### config.mk
export PLATFORM = sky130hd
export DESIGN_NAME = fwl_input_conditioner
export DESIGN_NICKNAME = d
export VERILOG_FILES = /design/src/rtl/fwl_pkg.sv /design/src/rtl/fwl_debounce_ch.sv /design/src/rtl/fwl_input_conditioner.sv
export SDC_FILE = /design/constraint.sdc
export NUM_CORES = 1
export LEC_CHECK = 0
export ABC_AREA = 1
export CAP_MARGIN = 5
export CORE_MARGIN = 5
export CORE_UTILIZATION = 50
export CTS_BUF_LIST = sky130_fd_sc_hd__clkbuf_4 sky130_fd_sc_hd__clkbuf_8
export CTS_CLUSTER_DIAMETER = 150
export DETAILED_ROUTE_END_ITERATION = 8
export PLACE_DENSITY = 0.69
export SYNTH_ARGS = -nofsm -noshare
export SYNTH_HDL_FRONTEND = slang
export SYNTH_SLANG_ARGS = --single-unit
### constraint.sdc
create_clock -name clk -period 3.2 [get_ports clk]
set_input_delay 0.8 -clock clk [delete_from_list [all_inputs] [get_ports clk]]
set_output_delay 0.8 -clock clk [all_outputs]
set_load 0.05 [all_outputs]
### src/rtl/fwl_pkg.sv
// Shared types and constants for the flow_water_lights input path.
// Debounce state encoding, default timing constants and freq codes.
package fwl_pkg;

    typedef enum logic [1:0] {
        S_LOW  = 2'd0,
        S_RISE = 2'd1,
        S_HIGH = 2'd2,
        S_FALL = 2'd3
    } deb_state_e;

    localparam int unsigned DEB_CYCLES_DEF  = 1_000_000;
    localparam int unsigned LONG_CYCLES_DEF = 50_000_000;
    localparam int unsigned CNT_W_DEF       = 26;

    localparam logic [1:0] FREQ_SLOW = 2'b00;
    localparam logic [1:0] FREQ_MED  = 2'b01;
    localparam logic [1:0] FREQ_FAST = 2'b10;
    localparam logic [1:0] FREQ_MAX  = 2'b11;

endpackage

### src/rtl/fwl_debounce_ch.sv
// One debounced input bit: 2-flop synchroniser, 4-state FSM and
// saturating stability counter.
import fwl_pkg::*;

module fwl_debounce_ch #(
    parameter int unsigned DEB_CYCLES = DEB_CYCLES_DEF,
    parameter int unsigned CNT_W      = CNT_W_DEF
) (
    input  logic clk,
    input  logic rst_n,
    input  logic din,
    output logic level
);

    localparam logic [CNT_W-1:0] LAST = CNT_W'(DEB_CYCLES - 1);

    logic [1:0]       sync;
    logic [CNT_W-1:0] cnt;
    deb_state_e       state;
    logic             s;

    assign s = sync[1];

    always_ff @(posedge clk or negedge rst_n) begin
        if (!rst_n) begin
            sync  <= 2'b00;
            cnt   <= '0;
            state <= S_LOW;
            level <= 1'b0;
        end else begin
            sync <= {sync[0], din};
            unique case (state)
                S_LOW: begin
                    if (s) begin
                        state <= S_RISE;
                        cnt   <= '0;
                    end
                end
                S_RISE: begin
                    if (!s) begin
                        state <= S_LOW;
                    end else if (cnt == LAST) begin
                        state <= S_HIGH;
                        level <= 1'b1;
                    end else if (cnt != '1) begin
                        cnt <= cnt + 1'b1;
                    end
                end
                S_HIGH: begin
                    if (!s) begin
                        state <= S_FALL;
                        cnt   <= '0;
                    end
                end
                S_FALL: begin
                    if (s) begin
                        state <= S_HIGH;
                    end else if (cnt == LAST) begin
                        state <= S_LOW;
                        level <= 1'b0;
                    end else if (cnt != '1) begin
                        cnt <= cnt + 1'b1;
                    end
                end
                default: state <= S_LOW;
            endcase
        end
    end

endmodule

### src/rtl/fwl_input_conditioner.sv
// Input front end for flow_water_lights: debounced button and freq_set.
// Optional long-press detector enabled by FWL_LONG_PRESS_EN.
import fwl_pkg::*;

module fwl_input_conditioner #(
    parameter int unsigned CLK_HZ      = 50_000_000,
    parameter int unsigned DEB_CYCLES  = DEB_CYCLES_DEF,
    parameter int unsigned LONG_CYCLES = LONG_CYCLES_DEF,
    parameter int unsigned CNT_W       = CNT_W_DEF
) (
    input  logic       clk,
    input  logic       rst_n,
    input  logic       button_raw,
    input  logic [1:0] freq_raw,
    output logic       btn_level,
    output logic       btn_press,
    output logic       btn_release,
    output logic [1:0] freq_set,
    output logic       freq_chg,
    output logic       long_press
);

    logic       btn_q;
    logic [1:0] freq_q;

    fwl_debounce_ch #(.DEB_CYCLES(DEB_CYCLES), .CNT_W(CNT_W)) u_btn (
        .clk   (clk),
        .rst_n (rst_n),
        .din   (button_raw),
        .level (btn_level)
    );

    fwl_debounce_ch #(.DEB_CYCLES(DEB_CYCLES), .CNT_W(CNT_W)) u_freq0 (
        .clk   (clk),
        .rst_n (rst_n),
        .din   (freq_raw[0]),
        .level (freq_set[0])
    );

    fwl_debounce_ch #(.DEB_CYCLES(DEB_CYCLES), .CNT_W(CNT_W)) u_freq1 (
        .clk   (clk),
        .rst_n (rst_n),
        .din   (freq_raw[1]),
        .level (freq_set[1])
    );

    // Delayed copies reset to the reset-state levels, so no pulse on reset exit.
    always_ff @(posedge clk or negedge rst_n) begin
        if (!rst_n) begin
            btn_q       <= 1'b0;
            freq_q      <= 2'b00;
            btn_press   <= 1'b0;
            btn_release <= 1'b0;
            freq_chg    <= 1'b0;
        end else begin
            btn_q       <= btn_level;
            freq_q      <= freq_set;
            btn_press   <= btn_level & ~btn_q;
            btn_release <= ~btn_level & btn_q;
            freq_chg    <= |(freq_set ^ freq_q);
        end
    end

`ifdef FWL_LONG_PRESS_EN
    localparam logic [CNT_W-1:0] LONG_LAST = CNT_W'(LONG_CYCLES - 1);

    logic [CNT_W-1:0] hold_cnt;
    logic             fired;

    // fired blocks repeats until the debounced level drops again.
    always_ff @(posedge clk or negedge rst_n) begin
        if (!rst_n) begin
            hold_cnt   <= '0;
            fired      <= 1'b0;
            long_press <= 1'b0;
        end else begin
            long_press <= 1'b0;
            if (!btn_level) begin
                hold_cnt <= '0;
                fired    <= 1'b0;
            end else if (hold_cnt == LONG_LAST && !fired) begin
                long_press <= 1'b1;
                fired      <= 1'b1;
            end else if (hold_cnt != '1) begin
                hold_cnt <= hold_cnt + 1'b1;
            end
        end
    end
`else
    assign long_press = 1'b0;
`endif

endmodule
# ---- Yosys cells after proc, flatten, opt, wreduce, memory -nomap -nowiden
# Index checks and enable logic that the tools add are counted.
dict set report classes {
  add_sub_neg 3
  multipliers 0
  n_div 0
  order_cmp 0
  n_eq_ne 39
  n_shift 0
  n_mux 57
  bitwise 5
  n_reduce_logical 16
}
# op count
set ops {}
lappend ops {{$mux 26} 18}
lappend ops {{$pmux 26 s4} 3}
lappend ops {{$add 26x1->26 const B} 3}
lappend ops {{$eq 26x20->1 const B} 3}
lappend ops {{$ne 26x26->1 const B} 3}
lappend ops {{$mux 2} 18}
lappend ops {{$ne 2x1->1 const B} 12}
lappend ops {{$pmux 2 s4} 3}
lappend ops {{$reduce_and 4->1} 6}
lappend ops {{$reduce_and 5->1} 3}
lappend ops {{$eq 2x2->1 const B} 6}
lappend ops {{$mux 1} 12}
lappend ops {{$ne 2x2->1 const B} 6}
lappend ops {{$ne 3x1->1 const B} 3}
lappend ops {{$ne 3x3->1 const B} 3}
lappend ops {{$eq 2x1->1 const B} 3}
lappend ops {{$logic_not 2->1} 3}
lappend ops {{$pmux 1 s2} 3}
lappend ops {{$reduce_bool 2->1} 3}
lappend ops {{$and 1x1->1} 2}
lappend ops {{$not 1->1} 2}
lappend ops {{$reduce_or 2->1} 1}
lappend ops {{$xor 2x2->2} 1}
dict set report word_totals {
  regBits 99
  latch_bits 0
  mem_bits_rw 0
  rom_bits 0
  out_inout_bits 7
  wordCells 137
  mem_count 0
}

# ---- Depth between registers and ports, before layout
dict set report depth {
  word_depth 5
  ltp_mapped 12
}

# ---- Cells and area by module
# From an unflattened synthesis, not the netlist that was laid out.
dict set report unflattened {
  hier_cells 1072
  area_unflattened_um2 6855.3
}
# mod n_inst cells_each area_per_inst_um2 seq_area_each_um2
set modules_own_cells {}
lappend modules_own_cells {{fwl_debounce_ch at u_btn} 1 361 2290.9 775.7}
lappend modules_own_cells {{fwl_debounce_ch at u_freq0} 1 360 2219.6 775.7}
lappend modules_own_cells {{fwl_debounce_ch at u_freq1} 1 332 2137.0 775.7}
lappend modules_own_cells {fwl_input_conditioner 1 19 207.7 150.1}

# ---- Worst setup path after synthesis
# OpenSTA, ideal clock, no wires.
dict set report synth_path {
  kind {register to register}
  startpoint {register u_freq1.cnt[0]}
  endpoint {register u_freq1.cnt[21]}
  setup_ns 0.065
  t_arrival_ns 1.609
  setup_slack_ns 1.526
  path_stages_with_launch 12
  path_cell_list {dfrtp_1 > ha_1 > nand3_1 > inv_1 > nand2_1 > nor3_1 > nand2_1 > nand2_1 > nor2_2 > buf_2 > nand2_1 > nand2_1}
}
dict set report synth_between {
  elab_chain_len 5
  elab_cells_between_ends 8
  classes_between {1 x add/sub; 2 x eq/ne; 5 x mux}
}
# item line
set synth_rtl {}
lappend synth_rtl {{from (decl)} fwl_debounce_ch.sv:18} ;# logic [CNT_W-1:0] cnt;
lappend synth_rtl {{from (signal assigned)} fwl_debounce_ch.sv:46} ;# cnt <= cnt + 1'b1;
lappend synth_rtl {{from (signal assigned)} fwl_debounce_ch.sv:62} ;# cnt <= cnt + 1'b1;
lappend synth_rtl {{$add 26x1->26 / $ne 26x26->1 (equally long branches)} n/a}
lappend synth_rtl {{$mux 26} {fwl_debounce_ch.sv:45, fwl_debounce_ch.sv:61}}
lappend synth_rtl {{$mux 26 *} fwl_debounce_ch.sv:42} ;# end else if (cnt == LAST) begin
lappend synth_rtl {{$mux 26, on equally long branches} {fwl_debounce_ch.sv:56, fwl_debounce_ch.sv:40}}
lappend synth_rtl {{$pmux 26 s4 *} fwl_debounce_ch.sv:32} ;# unique case (state)
# Every way passes the cells marked *; elsewhere a longest branch is shown, timed or not. The select of a mux whose other input is x is not followed.
# A chain may end at the register's enable or synchronous reset.

# ---- Worst setup path after layout
dict set report layout_path {
  startpoint {register u_btn.level}
  endpoint {output port btn_level}
}
# item line
set layout_rtl {}
lappend layout_rtl {{from (decl)} fwl_debounce_ch.sv:12} ;# output logic level
lappend layout_rtl {{from (signal assigned)} fwl_debounce_ch.sv:29} ;# level <= 1'b0;
lappend layout_rtl {{from (signal assigned)} fwl_debounce_ch.sv:44} ;# level <= 1'b1;
lappend layout_rtl {{from (signal assigned)} fwl_debounce_ch.sv:60} ;# level <= 1'b0;
lappend layout_rtl {{to (decl)} fwl_input_conditioner.sv:15} ;# output logic btn_level,
# No word-level cell between the ends.

==> results list <==
* Status: finished, final reports clean
- Total power: 2.363 mW
- Final Wtd Congestion: 0.9117
* Final layout net count: 1001
- The H-tree was split into 3 levels.
* Setup tns final: 0 ns
* Mapped Avg Cell Area: 6.627 sq um
- Clock latency reported for the late side of the worst-skew pair: 0.39 ns
- The core region is 12720 sq um.
* Worst IR Drop VDD: 0.3133 mV
- Yosys printed 0 warnings.
* Post-Place Worst Slack: 1.017 ns
- The first TritonRoute pass finished after 5 iterations.
- At the pin with the least slew margin, the transition time is 0.7711 ns.
* Total track usage: 0.1888
- The number of max-slew violations in the final report was 0.
* First-iteration detailed-routing DRC count: 396
- Final count of hold timing violations: 0
- Once the clock tree was built, the setup fixing pass inserted 0 buffers.
- The via count of the first global-routing pass came to 5205.
- Area growth from synthesis to final layout: 6.287%
- Cts-stage hold buffer count: 0
- Max FO, Critical Path: 5
- Critical path arrival: 1.66 ns
- Worst reg-to-reg setup slack: 1.04 ns
- In this run the clock root is driven by a sky130_fd_sc_hd__clkbuf_8.
- I/O pin cnt: 12
- In this run, placement finished with an instance count of 1151.
- Top-count cell post-synth: sky130_fd_sc_hd__nand2_1
* Clock Sinks: 99
- Pin count of the biggest net entering global routing: 58
- CTS tree: yes
* DRC viols: 0
* Cell count after synthesis: 988
- The worst hold path belongs to the class flop to flop.
* Minimum clock period: 2.456 ns
- After clock tree synthesis, the clock-pin slew on the worst setup and hold paths is 0.10 ns.
- Fill cell count: 1302
- Post-cts gate resize count: 0
- The die is 124.4 microns wide.
- Count of antenna-violating nets left after detailed routing: 0
- Ranked by instance count, the synthesized netlist is headed by sky130_fd_sc_hd__nand2_1, sky130_fd_sc_hd__nor2_1, sky130_fd_sc_hd__dfrtp_1, sky130_fd_sc_hd__nand3_1, sky130_fd_sc_hd__inv_1.
- Static timing analysis puts the maximum clock frequency at 407.2 MHz.
* Vias/cell: 4.929
- RR Startpoint: u_freq1.cnt[0]
- Counting along the longest clock path gives a buffer depth of 2.
- Mapped Area: 6548 sq um
* Number of synthesized flops with an enable pin: 0
- The first global-routing pass estimated 24670 microns of wire.
- In the final layout, the share of cells above drive strength 1 is 0.07739.
* Endpoint kind of the worst setup timing path: output pin
- Among cell families on the critical path, the largest total delay comes from buffers and inverters.
* Die outline area: 15480 sq um
- The share of the Yosys chip area taken by registers is 0.3784.
- Total nets after synthesis: 999
* Number of logic stages on the critical path including buffering: 1
- Clock buffers created by TritonCTS: 9
- Leakage power: 3.210 nW
- Cell breakdown of the critical path: clkdlybuf4s50_1
- The worst register-to-register path ends at u_freq1.cnt[0].
- Number of cells on the worst hold path: 0
- Startpoint class of the critical path: flop
- Largest stage delay on the critical path: 0.84 ns
- In this run, distinct cell masters in the synthesized netlist total 35.
- Overflow after GRT: 0
- Power Dens Cells: 339.5 nW/um^2
* Max-slew headroom: 0.4854
* Area leader, netlist: sky130_fd_sc_hd__dfrtp_1
- Initial antenna violation count: 0
- Setup crit end: btn_level
- Setup repair after global routing left no endpoint under its margin.
- Class of the most critical setup path: flop to output pin
- Setup slack closes at 0.7442 ns.
* Max cap viols: 0
- In this run the tool buffered the top-level ports with 10 buffer cells.
- Biggest area contributors in the synthesized netlist: sky130_fd_sc_hd__dfrtp_1, sky130_fd_sc_hd__nand2_1, sky130_fd_sc_hd__nor2_1, sky130_fd_sc_hd__nand3_1, sky130_fd_sc_hd__inv_1
- Data on the critical path is required at its endpoint by 2.40 ns.
- In the synthesized netlist the dominant register cell turns out to be sky130_fd_sc_hd__dfrtp_1.
- Dividing the final minimum period by the clock period gives 0.7675.
- Among all stages on the critical path, the largest delay is contributed by sky130_fd_sc_hd__clkdlybuf4s50_1.
- Average detailed-routed wire length per instance: 12.14 microns
- Setup violations remaining at the end of the flow were counted as 0.
- In this run the worst setup path begins at u_btn.level.
- The synthesized design contains 99 register bits.
- Antenna Diode Count: 0
- After floorplanning, the core was divided into 41 placement rows.
* Final Util: 0.5470
* Number of cells on the worst reg-to-reg path: 11
- For this run, the number of standard cells in the final layout without fillers is 1167.
- Async set-or-reset flop fraction in the synthesized netlist: 1.000
- Measured along the y axis, the die boundary spans 124.4 microns.
- Counting both buffers and inverters, the worst setup path holds a total of 1.
* HPWL after DPL: 10340 microns
- Effective utilization at floorplan: 0.5147
* Via Count: 5752
- Clock skew on the completed layout was measured at 0.01069 ns.
- The share of synthesized area in the top cell type comes to 0.3784.
- Total wire length after detailed routing: 14170 microns
-- report_power, final --
group          internal [mW]  total, mW  switching (mW)
Clock                  0.471      0.936           0.464
Sequential              1.27       1.30          0.0283
Combinational         0.0337      0.131          0.0969
Total                   1.77       2.36           0.590
-- worst min path at each step --
stage / start / end / slack [ns]
floorplan: u_btn.sync[0] / u_btn.sync[1] / 0.33
global placement: u_freq1.sync[0] / u_freq1.sync[1] / 0.33
detailed placement: u_freq0.sync[0] / u_freq0.sync[1] / 0.34
CTS: u_freq1.sync[0] / u_freq1.sync[1] / 0.36
global route: u_btn.sync[0] / u_btn.sync[1] / 0.37
finish: u_freq1.sync[0] / u_freq1.sync[1] / 0.36
-- registers in the layout (all words and copies together), names as in the netlist, 2 cells and up, named ones only --
name,cells
u_btn.sync,2
u_freq1.sync,2
freq_q,2
u_btn.cnt,26
u_freq0.cnt,26
u_freq0.sync,2
u_freq1.cnt,26
-- area by class of cell --
cell class | count | area [sq um] | area share
Timing Repair Buffer | 14 | 140.1 | 0.02014
Inverter | 87 | 326.6 | 0.04693
Tap cell | 172 | 215.2 | 0.03092
Sequential cell | 99 | 2477 | 0.3560
Clock inverter | 6 | 96.34 | 0.01384
Clock buffer | 10 | 137.6 | 0.01978
Multi-Input combinational cell | 779 | 3566 | 0.5124
-- per-stage QoR --
step,cell area [sq um],hold slack (ns)
after floorplan,6548,0.3312
after global placement,6725,0.3335
after detailed placement,6725,0.3380
after CTS,6959,0.3595
after global routing,6959,0.3668
final,6959,0.3566
-- layer usage --
layer  global-route usage  vias to the layer above  part of all wire
met1               0.2592                     2552              0.49
li1                     -                     3066                 -
met2               0.3047                      119              0.45
met5                    0                        -                 0
met3              0.04545                       15             0.044
met4              0.03933                        0             0.012
-- logic make-up after synthesis --
| group | after synthesis | synth area share |
|---|---|---|
| simple gates | 701 | 0.4496 |
| buf+inv | 110 | 0.07701 |
| flops | 99 | 0.3784 |
| compound gates | 37 | 0.03746 |
| xor+xnor | 34 | 0.04548 |
| fa+ha+maj | 6 | 0.01147 |
| other cells | 1 | 0.0005727 |
-- cells in the final DEF, fill, tap and decap left out, types with 13 or more instances in the layout --
cell type	synthesis	layout
sky130_fd_sc_hd__inv_1	80	80
sky130_fd_sc_hd__nand4_1	14	14
sky130_fd_sc_hd__o21ai_2	13	13
sky130_fd_sc_hd__nand3_1	87	87
sky130_fd_sc_hd__nor2_1	154	154
sky130_fd_sc_hd__dfrtp_1	99	99
sky130_fd_sc_hd__xor2_1	17	17
sky130_fd_sc_hd__nand2_1	395	395
sky130_fd_sc_hd__xnor2_1	17	17
No activity file was read; power rests on OpenSTA's default activity.
